===== config.mk =====
export PLATFORM = sky130hd
export DESIGN_NAME = ntt_seq_ctrl_flat
export DESIGN_NICKNAME = d
export VERILOG_FILES = /design/src/rtl/ntt_pkg.sv /design/src/rtl/ntt_seq_ctrl_if.sv /design/src/rtl/ntt_wb_delay.sv /design/src/rtl/ntt_seq_ctrl.sv /design/src/flat_wrapper.sv
export SDC_FILE = /design/constraint.sdc
export NUM_CORES = 1
export LEC_CHECK = 0
export ABC_AREA = 1
export BUFFER_PORTS_ARGS = -buffer_cell sky130_fd_sc_hd__buf_4
export CORE_AREA = 2 2 84 118
export CTS_BUF_LIST = sky130_fd_sc_hd__clkbuf_8
export DETAILED_ROUTE_END_ITERATION = 8
export DIE_AREA = 0 0 86 120
export REMOVE_ABC_BUFFERS = 1
export SETUP_SLACK_MARGIN = 0.05
export SLEW_MARGIN = 0
export SYNTH_ARGS = -nofsm -noshare
export SYNTH_HDL_FRONTEND = slang
export SYNTH_HIERARCHICAL = 1
export SYNTH_SLANG_ARGS = --single-unit

===== constraint.sdc =====
create_clock -name clk -period 4.5 [get_ports clk]
set_clock_uncertainty 0.15 [all_clocks]
set_input_delay 0.225 -clock clk [delete_from_list [all_inputs] [get_ports clk]]
set_output_delay 0.225 -clock clk [all_outputs]
set_load 0.01 [all_outputs]

===== src/rtl/ntt_pkg.sv =====
// Shared constants, FSM state type and address helpers for the NTT sequencer.
package ntt_pkg;

    localparam logic [1:0] OP_NTT    = 2'd0;
    localparam logic [1:0] OP_INVNTT = 2'd1;
    localparam logic [1:0] OP_MULT   = 2'd2;
    localparam logic [1:0] OP_ADDSUB = 2'd3;

    localparam int unsigned N_WORDS  = 32;
    localparam int unsigned N_STAGES = 7;
    localparam int unsigned Q        = 3329;

    typedef enum logic [1:0] {StIdle, StIssue, StDrain, StDone} state_e;

    // Low word of butterfly pair p in inter-word stage (0..4).
    function automatic logic [4:0] pair_lo(input logic [2:0] stage, input logic [3:0] p);
        logic [2:0] h;
        logic [4:0] p5;
        logic [4:0] mask;
        h    = 3'd4 - stage;
        p5   = {1'b0, p};
        mask = (5'd1 << h) - 5'd1;
        return ((p5 >> h) << (h + 3'd1)) | (p5 & mask);
    endfunction

    function automatic logic [4:0] pair_span(input logic [2:0] stage);
        return 5'd16 >> stage;
    endfunction

    function automatic logic [6:0] tw_index(input logic [2:0] stage, input logic [3:0] p);
        logic [2:0] h;
        h = 3'd4 - stage;
        return (7'd1 << stage) + ({3'b000, p} >> h);
    endfunction

endpackage


===== src/rtl/ntt_seq_ctrl_if.sv =====
// Control/address bundle between the NTT sequencer and RAM, twiddle ROM and butterfly.
interface ntt_seq_ctrl_if;
    logic       start;
    logic       busy;
    logic       done;
    logic       ram_ren;
    logic [4:0] ram_raddr;
    logic       ram_wen;
    logic [4:0] ram_waddr;
    logic       tw_ren;
    logic [6:0] tw_addr;
    logic [1:0] bu_op_mode;
    logic [2:0] bu_stage;
    logic       bu_type;

    modport master (
        input  start,
        output busy, done, ram_ren, ram_raddr, ram_wen, ram_waddr,
        output tw_ren, tw_addr, bu_op_mode, bu_stage, bu_type
    );

    modport slave (
        output start,
        input  busy, done, ram_ren, ram_raddr, ram_wen, ram_waddr,
        input  tw_ren, tw_addr, bu_op_mode, bu_stage, bu_type
    );
endinterface


===== src/rtl/ntt_wb_delay.sv =====
// Fixed-depth shift register carrying {valid, addr} from read issue to write-back.
module ntt_wb_delay #(
    parameter int unsigned DEPTH = 7,
    parameter int unsigned WIDTH = 6
) (
    input  logic             clk,
    input  logic             rst,
    input  logic [WIDTH-1:0] in_bits,
    output logic [WIDTH-1:0] out_bits
);

    logic [WIDTH-1:0] pipe_q [DEPTH];

    always_ff @(posedge clk) begin
        if (rst) begin
            for (int i = 0; i < int'(DEPTH); i++) pipe_q[i] <= '0;
        end else begin
            pipe_q[0] <= in_bits;
            for (int i = 1; i < int'(DEPTH); i++) pipe_q[i] <= pipe_q[i-1];
        end
    end

    assign out_bits = pipe_q[DEPTH-1];

endmodule


===== src/rtl/ntt_seq_ctrl.sv =====
// Forward-NTT sequencer: issues RAM/twiddle reads per stage and in-place write-back addresses.
module ntt_seq_ctrl
    import ntt_pkg::*;
#(
    parameter int unsigned PIPE_LAT = 6,
    parameter int unsigned RD_LAT   = 1
) (
    input  logic               clk,
    input  logic               rst,
    ntt_seq_ctrl_if.master     bus
);

    localparam int unsigned WB_DEPTH = RD_LAT + PIPE_LAT;
    localparam int unsigned CW       = $clog2(WB_DEPTH + 1);

    state_e        state_q, state_d;
    logic [2:0]    stage_q, stage_d;
    logic [4:0]    k_q, k_d;
    logic [CW-1:0] drain_q, drain_d;

    logic          ren_q, ren_d;
    logic [4:0]    raddr_q, raddr_d;
    logic          tw_ren_q, tw_ren_d;
    logic [6:0]    tw_addr_q, tw_addr_d;
    logic [2:0]    bu_stage_q;
    logic          bu_type_q;
    logic [4:0]    lo;
    logic [5:0]    wb_out;

    always_comb begin
        state_d = state_q;
        stage_d = stage_q;
        k_d     = k_q;
        drain_d = drain_q;
        unique case (state_q)
            StIdle: begin
                if (bus.start) begin
                    state_d = StIssue;
                    stage_d = 3'd0;
                    k_d     = 5'd0;
                end
            end
            StIssue: begin
                k_d = k_q + 5'd1;
                if (k_q == 5'(N_WORDS - 1)) begin
                    state_d = StDrain;
                    drain_d = CW'(WB_DEPTH);
                end
            end
            StDrain: begin
                // Counter runs WB_DEPTH..1, so the last write of the stage lands before
                // the first read of the next one.
                drain_d = drain_q - CW'(1);
                if (drain_q == CW'(1)) begin
                    if (stage_q == 3'(N_STAGES - 1)) begin
                        state_d = StDone;
                    end else begin
                        state_d = StIssue;
                        stage_d = stage_q + 3'd1;
                        k_d     = 5'd0;
                    end
                end
            end
            StDone:  state_d = StIdle;
            default: state_d = StIdle;
        endcase
    end

    // Read/twiddle outputs are computed from the next state so they register on the
    // same edge the FSM enters the corresponding issue slot.
    always_comb begin
        ren_d     = 1'b0;
        tw_ren_d  = 1'b0;
        raddr_d   = raddr_q;
        tw_addr_d = tw_addr_q;
        lo        = '0;
        if (state_d == StIssue) begin
            ren_d = 1'b1;
            if (stage_d < 3'd5) begin
                lo      = pair_lo(stage_d, k_d[4:1]);
                raddr_d = k_d[0] ? lo + pair_span(stage_d) : lo;
                if (!k_d[0]) begin
                    tw_ren_d  = 1'b1;
                    tw_addr_d = tw_index(stage_d, k_d[4:1]);
                end
            end else if (stage_d == 3'd5) begin
                raddr_d   = k_d;
                tw_ren_d  = 1'b1;
                tw_addr_d = 7'd32 + {2'b00, k_d};
            end else begin
                raddr_d   = k_d;
                tw_ren_d  = 1'b1;
                tw_addr_d = 7'd64 + {1'b0, k_d, 1'b0};
            end
        end
    end

    always_ff @(posedge clk) begin
        if (rst) begin
            state_q    <= StIdle;
            stage_q    <= '0;
            k_q        <= '0;
            drain_q    <= '0;
            ren_q      <= 1'b0;
            raddr_q    <= '0;
            tw_ren_q   <= 1'b0;
            tw_addr_q  <= '0;
            bu_stage_q <= '0;
            bu_type_q  <= 1'b0;
        end else begin
            state_q   <= state_d;
            stage_q   <= stage_d;
            k_q       <= k_d;
            drain_q   <= drain_d;
            ren_q     <= ren_d;
            raddr_q   <= raddr_d;
            tw_ren_q  <= tw_ren_d;
            tw_addr_q <= tw_addr_d;
            // Controls trail the read by one cycle to meet rdata (RD_LAT is 1).
            if (state_q == StIssue) bu_stage_q <= stage_q;
            bu_type_q <= (state_q == StIssue) && (stage_q < 3'd5) && k_q[0];
        end
    end

    ntt_wb_delay #(
        .DEPTH (WB_DEPTH),
        .WIDTH (6)
    ) u_wb_delay (
        .clk      (clk),
        .rst      (rst),
        .in_bits  ({ren_q, raddr_q}),
        .out_bits (wb_out)
    );

    assign bus.busy       = (state_q != StIdle);
    assign bus.done       = (state_q == StDone);
    assign bus.ram_ren    = ren_q;
    assign bus.ram_raddr  = raddr_q;
    assign bus.ram_wen    = wb_out[5];
    assign bus.ram_waddr  = wb_out[4:0];
    assign bus.tw_ren     = tw_ren_q;
    assign bus.tw_addr    = tw_addr_q;
    assign bus.bu_op_mode = OP_NTT;
    assign bus.bu_stage   = bu_stage_q;
    assign bus.bu_type    = bu_type_q;

endmodule


===== src/flat_wrapper.sv =====
// flat-port wrapper written by rule: the top's interface ports become plain ports
module ntt_seq_ctrl_flat import ntt_pkg::*;
#(
    parameter int unsigned PIPE_LAT = 6,
    parameter int unsigned RD_LAT   = 1
)
  (clk, rst, bus_start, bus_busy, bus_done, bus_ram_ren, bus_ram_raddr, bus_ram_wen, bus_ram_waddr, bus_tw_ren, bus_tw_addr, bus_bu_op_mode, bus_bu_stage, bus_bu_type);
  ntt_seq_ctrl_if bus_i ();
  input  logic clk;
  input  logic rst;
  input wire logic [$bits(bus_i.start)-1:0] bus_start;
  output wire logic [$bits(bus_i.busy)-1:0] bus_busy;
  output wire logic [$bits(bus_i.done)-1:0] bus_done;
  output wire logic [$bits(bus_i.ram_ren)-1:0] bus_ram_ren;
  output wire logic [$bits(bus_i.ram_raddr)-1:0] bus_ram_raddr;
  output wire logic [$bits(bus_i.ram_wen)-1:0] bus_ram_wen;
  output wire logic [$bits(bus_i.ram_waddr)-1:0] bus_ram_waddr;
  output wire logic [$bits(bus_i.tw_ren)-1:0] bus_tw_ren;
  output wire logic [$bits(bus_i.tw_addr)-1:0] bus_tw_addr;
  output wire logic [$bits(bus_i.bu_op_mode)-1:0] bus_bu_op_mode;
  output wire logic [$bits(bus_i.bu_stage)-1:0] bus_bu_stage;
  output wire logic [$bits(bus_i.bu_type)-1:0] bus_bu_type;
  assign bus_i.start = bus_start;
  assign bus_busy = bus_i.busy;
  assign bus_done = bus_i.done;
  assign bus_ram_ren = bus_i.ram_ren;
  assign bus_ram_raddr = bus_i.ram_raddr;
  assign bus_ram_wen = bus_i.ram_wen;
  assign bus_ram_waddr = bus_i.ram_waddr;
  assign bus_tw_ren = bus_i.tw_ren;
  assign bus_tw_addr = bus_i.tw_addr;
  assign bus_bu_op_mode = bus_i.bu_op_mode;
  assign bus_bu_stage = bus_i.bu_stage;
  assign bus_bu_type = bus_i.bu_type;
  ntt_seq_ctrl #(.PIPE_LAT(PIPE_LAT), .RD_LAT(RD_LAT)) u_core (.clk(clk), .rst(rst), .bus(bus_i));
endmodule

==> reports/summary.md <==
The run finished with clean final reports. The area growth from synthesis to final layout is 12.6%. The routed design could run at a clock period as short as 4.16 ns. VDD sags by at most 168 µV. The average footprint of a synthesized cell is 7.52 µm², and the fmax is 0.240 GHz. The detail route stage leaves a number of antenna-violating nets equal to 0.

The library cell appearing most often on the critical path is ha_1. The run gives 0 as the number of pins with negative max-slew slack in the final report. Dividing the final minimum period by the clock period gives 92.4%. The worst-case headroom to the max-slew limit was 62.0%.

Ranked by instance count, the synthesized netlist is headed by inv_1, dfxtp_1, nor2_1. In the final layout, the share of cells above drive strength 1 is 16.1%. The tools report the number of global-route vias before repair as 2,879. The clock passes through at most 2 buffers.

For the max-cap check violation count, the log shows 0. In this run the standard cell core region covers 9300 µm². The logs give 536 for the final layout net count and 4.26 ns for the arrival time of data at the critical path endpoint. The initial antenna violation count was 0; the total power divided by cell area was 337 nW/µm².

The logs give 57 for the largest net degree at the start of global routing and 0 for the number of design rule violations left after detail routing. The distinct cell type count of the synthesized netlist was 39. The post-detailed-routing wire length was 8260 µm; the static leakage power was 0.00183 µW. The largest area contributor in the netlist is dfxtp_1. Traced cell by cell, the critical path runs through inv_1 -> ha_1 -> inv_1 -> nor2_2 -> nand2_2 -> clkinv_1 -> nand2_1 -> nand2_2 -> ha_1 -> ha_1 -> clkinvlp_4 -> buf_4 -> nand2_1 -> ha_1 -> or2_2 -> nand2_1 -> inv_1 -> fa_1 -> o21ai_1 -> xnor2_1 -> nor2_1 -> nand4_1 -> nand3_1 -> a21oi_1.

TritonCTS built the clock tree. The slew of the pin with the lowest slew margin works out to 0.569 ns. In this run the horizontal extent of the chip is 86 µm. After clock tree synthesis, the clock-pin slew on the worst setup and hold paths is 0.09 ns.

The run gives 0 as the number of hold violations in the final report. In the routed layout, each cell is associated on average with a via count of 4.80. The maximum net fanout on the critical path is 7, and the cell row count is 42. The required time reported for the critical path endpoint was 4.60 ns; the number of flops mapped to enable cells by yosys was 0. Height of the die: 120 µm. The master cell of the clock root buffer was clkbuf_8. The run gives 13,400 µm as the global-route wire length before repair. The kind of start point of the critical path is a register.

By instance count, the leading cell after synthesis is inv_1. For this run, the slowest stage of the critical path takes 0.45 ns. The clock tree synthesis step divided the H-tree into 3 levels.

The run gives 0 as the final count of negative-setup-slack endpoints. For this run, the number of Yosys warnings is 6. The clock net in this run drives a total of 73 sinks. The count of pins on the block boundary is 31. The pre-antenna-repair detailed-routing pass consisted of 4 iterations. Yosys attributes the largest share of cell area to dfxtp_1, inv_1, ha_1. The initial utilization of the core area, before any placement, comes to 39.2%.

Summed over all nets, the half-perimeter wirelength after detailed placement is 6190 µm. The share of the Yosys chip area taken by registers is 40.1%. In the synthesized netlist, the number of instances is 485.

For the full die area, the log shows 10,300 µm². Of the post-synthesis cell area, the dominant cell type holds 40.1%. In this run, CTS created clock tree buffers numbering 9. Class of the most critical setup path: register to register. At the later pin of the worst-skew pair, clock insertion delay measures 0.36 ns. After synthesis the netlist holds a flip-flop and latch count of 73. In the synthesized netlist the dominant register cell turns out to be dfxtp_1.

The average detailed-routed wire length per instance is 13.2 µm, and the remaining global-route overflow is 0. Across every metal layer, demand over resource in global routing totals 16.9%. The number of antenna diodes in the final layout is 0. The mapped netlist covers 3650 µm². Number of buffers added on ports: 28.

The class of the tightest hold or removal check is primary input to register. The largest individual stage delay along the critical path comes from the cell fa_1. STA classifies the critical path endpoint as a register.

The count of hold-fix buffers inserted at cts was 0. At the end of routability-driven placement, the weighted congestion stood at 0.876. Final core utilization: 44.1%.

Setup repair after global routing left no endpoint under its margin. The logs give 109 for the number of DRC markers in iteration 0 and 0 ns for the final setup TNS. The vias after detailed routing is 2,994, and the fraction of registers with async set/reset is 0%.
==> worst paths after layout <==
kind | startpoint | to | slack (ns) | depth (start not counted)
min | rst | u_core/u_wb_delay/pipe_q[0][17] | 0.18 | 2
max reg2reg | u_core/drain_q[1] | u_core/bus.ram_raddr[4] | 0.34 | 24
max | u_core/drain_q[1] | u_core/bus.ram_raddr[4] | 0.34 | 24
min reg2reg | u_core/u_wb_delay/pipe_q[0][11] | u_core/u_wb_delay/pipe_q[0][17] | 0.25 | 2
==> where the power goes <==
part           switching (µW)  internal (µW)
registers                13.8            668
clock network             268            319
logic                    70.2           42.9
==> layout by cell type (no fill, tap or decap), types with 2 or more instances in the layout <==
cell type	instances
bufinv_16	2
fa_1	2
a21oi_2	2
buf_4	31
clkinv_1	2
dfxtp_1	73
inv_2	3
nor2_4	5
clkbuf_8	9
xnor2_1	2
nand3b_1	2
ha_1	22
nor2_1	71
nand2_1	59
or2_2	2
nand4_1	6
conb_1	2
o21ai_0	18
inv_1	90
clkinv_4	3
xor2_1	5
a21oi_1	29
nand3_1	25
a31oi_1	4
nor2_2	7
a221oi_1	2
nor3_1	2
o21ai_1	11
nand2_2	10
==> kinds of logic (layout without fill, tap and decap cells) <==
logic type	after synthesis	after routing	share of synthesized area, %
other	1	2	0.103
buffers and inverters	117	145	14.5
DFF	73	73	40.1
and+or+nand+nor	193	193	24.5
adders and majority gates	24	24	8.65
AOI/OAI and AO/OA	70	70	10.5
xor gates and xnor gates	7	7	1.68
==> critical path, delay by kind of cell, from the launching register on <==
family,cells,cell delay (ns)
flip-flops,1,0.33
AO/OA/AOI/OAI,2,0.25
adder cells (fa/ha/maj),5,1.46
buffers and inverters,6,0.60
XOR/XNOR,1,0.08
AND/OR/NAND/NOR,10,1.20
==> sequential cells by signal, indices dropped and copies added (netlist names) <==
name                      cells
u_core/u_wb_delay/pipe_q     42
u_core/bus.ram_raddr          5
u_core/k_q                    5
u_core/bus.tw_ren             1
u_core/bus.ram_ren            1
u_core/bus.tw_addr            7
u_core/bus.bu_stage           3
u_core/bus.bu_type            1
u_core/stage_q                3
u_core/state_q                2
u_core/drain_q                3
==> timing repair <==
item / in CTS / in global routing
gates resized for setup: 0 / 4
endpoints found under the hold margin: 0 / 0
buffers inserted: 0 / 2
setup endpoints to repair: 0 / 3
==> per-layer routing <==
| metal | part of all wire (%) | GRT usage (%) |
|---|---|---|
| met1 | 40 | 17.5 |
| met4 | 3.4 | 9.13 |
| met2 | 53 | 31.1 |
| met5 | 0 | 0 |
| met3 | 4.1 | 3.44 |
==> final cells by class <==
class	count	area, µm²
Multi-Input combinational cell	296	1670
Clock inverter	7	103
Fill cell	959	5190
Inverter	98	379
Sequential cell	73	1460
Timing Repair Buffer	31	233
Tap cell	110	138
Clock buffer	9	124
==> per-stage QoR <==
stage	cells	setup slack, ns	total power [µW]	cell area [µm²]	hold WS, ns
2_1_floorplan	467	0.565	758	3500	0.144
3_3_place_gp	606	0.290	810	3850	0.239
3_5_place_dp	606	0.219	811	3850	0.245
4_1_cts	622	0.170	1400	4080	0.186
5_1_grt	624	0.0647	1440	4110	0.199
6_report	624	0.340	1380	4110	0.177
No activity file was read; power rests on OpenSTA's default activity.
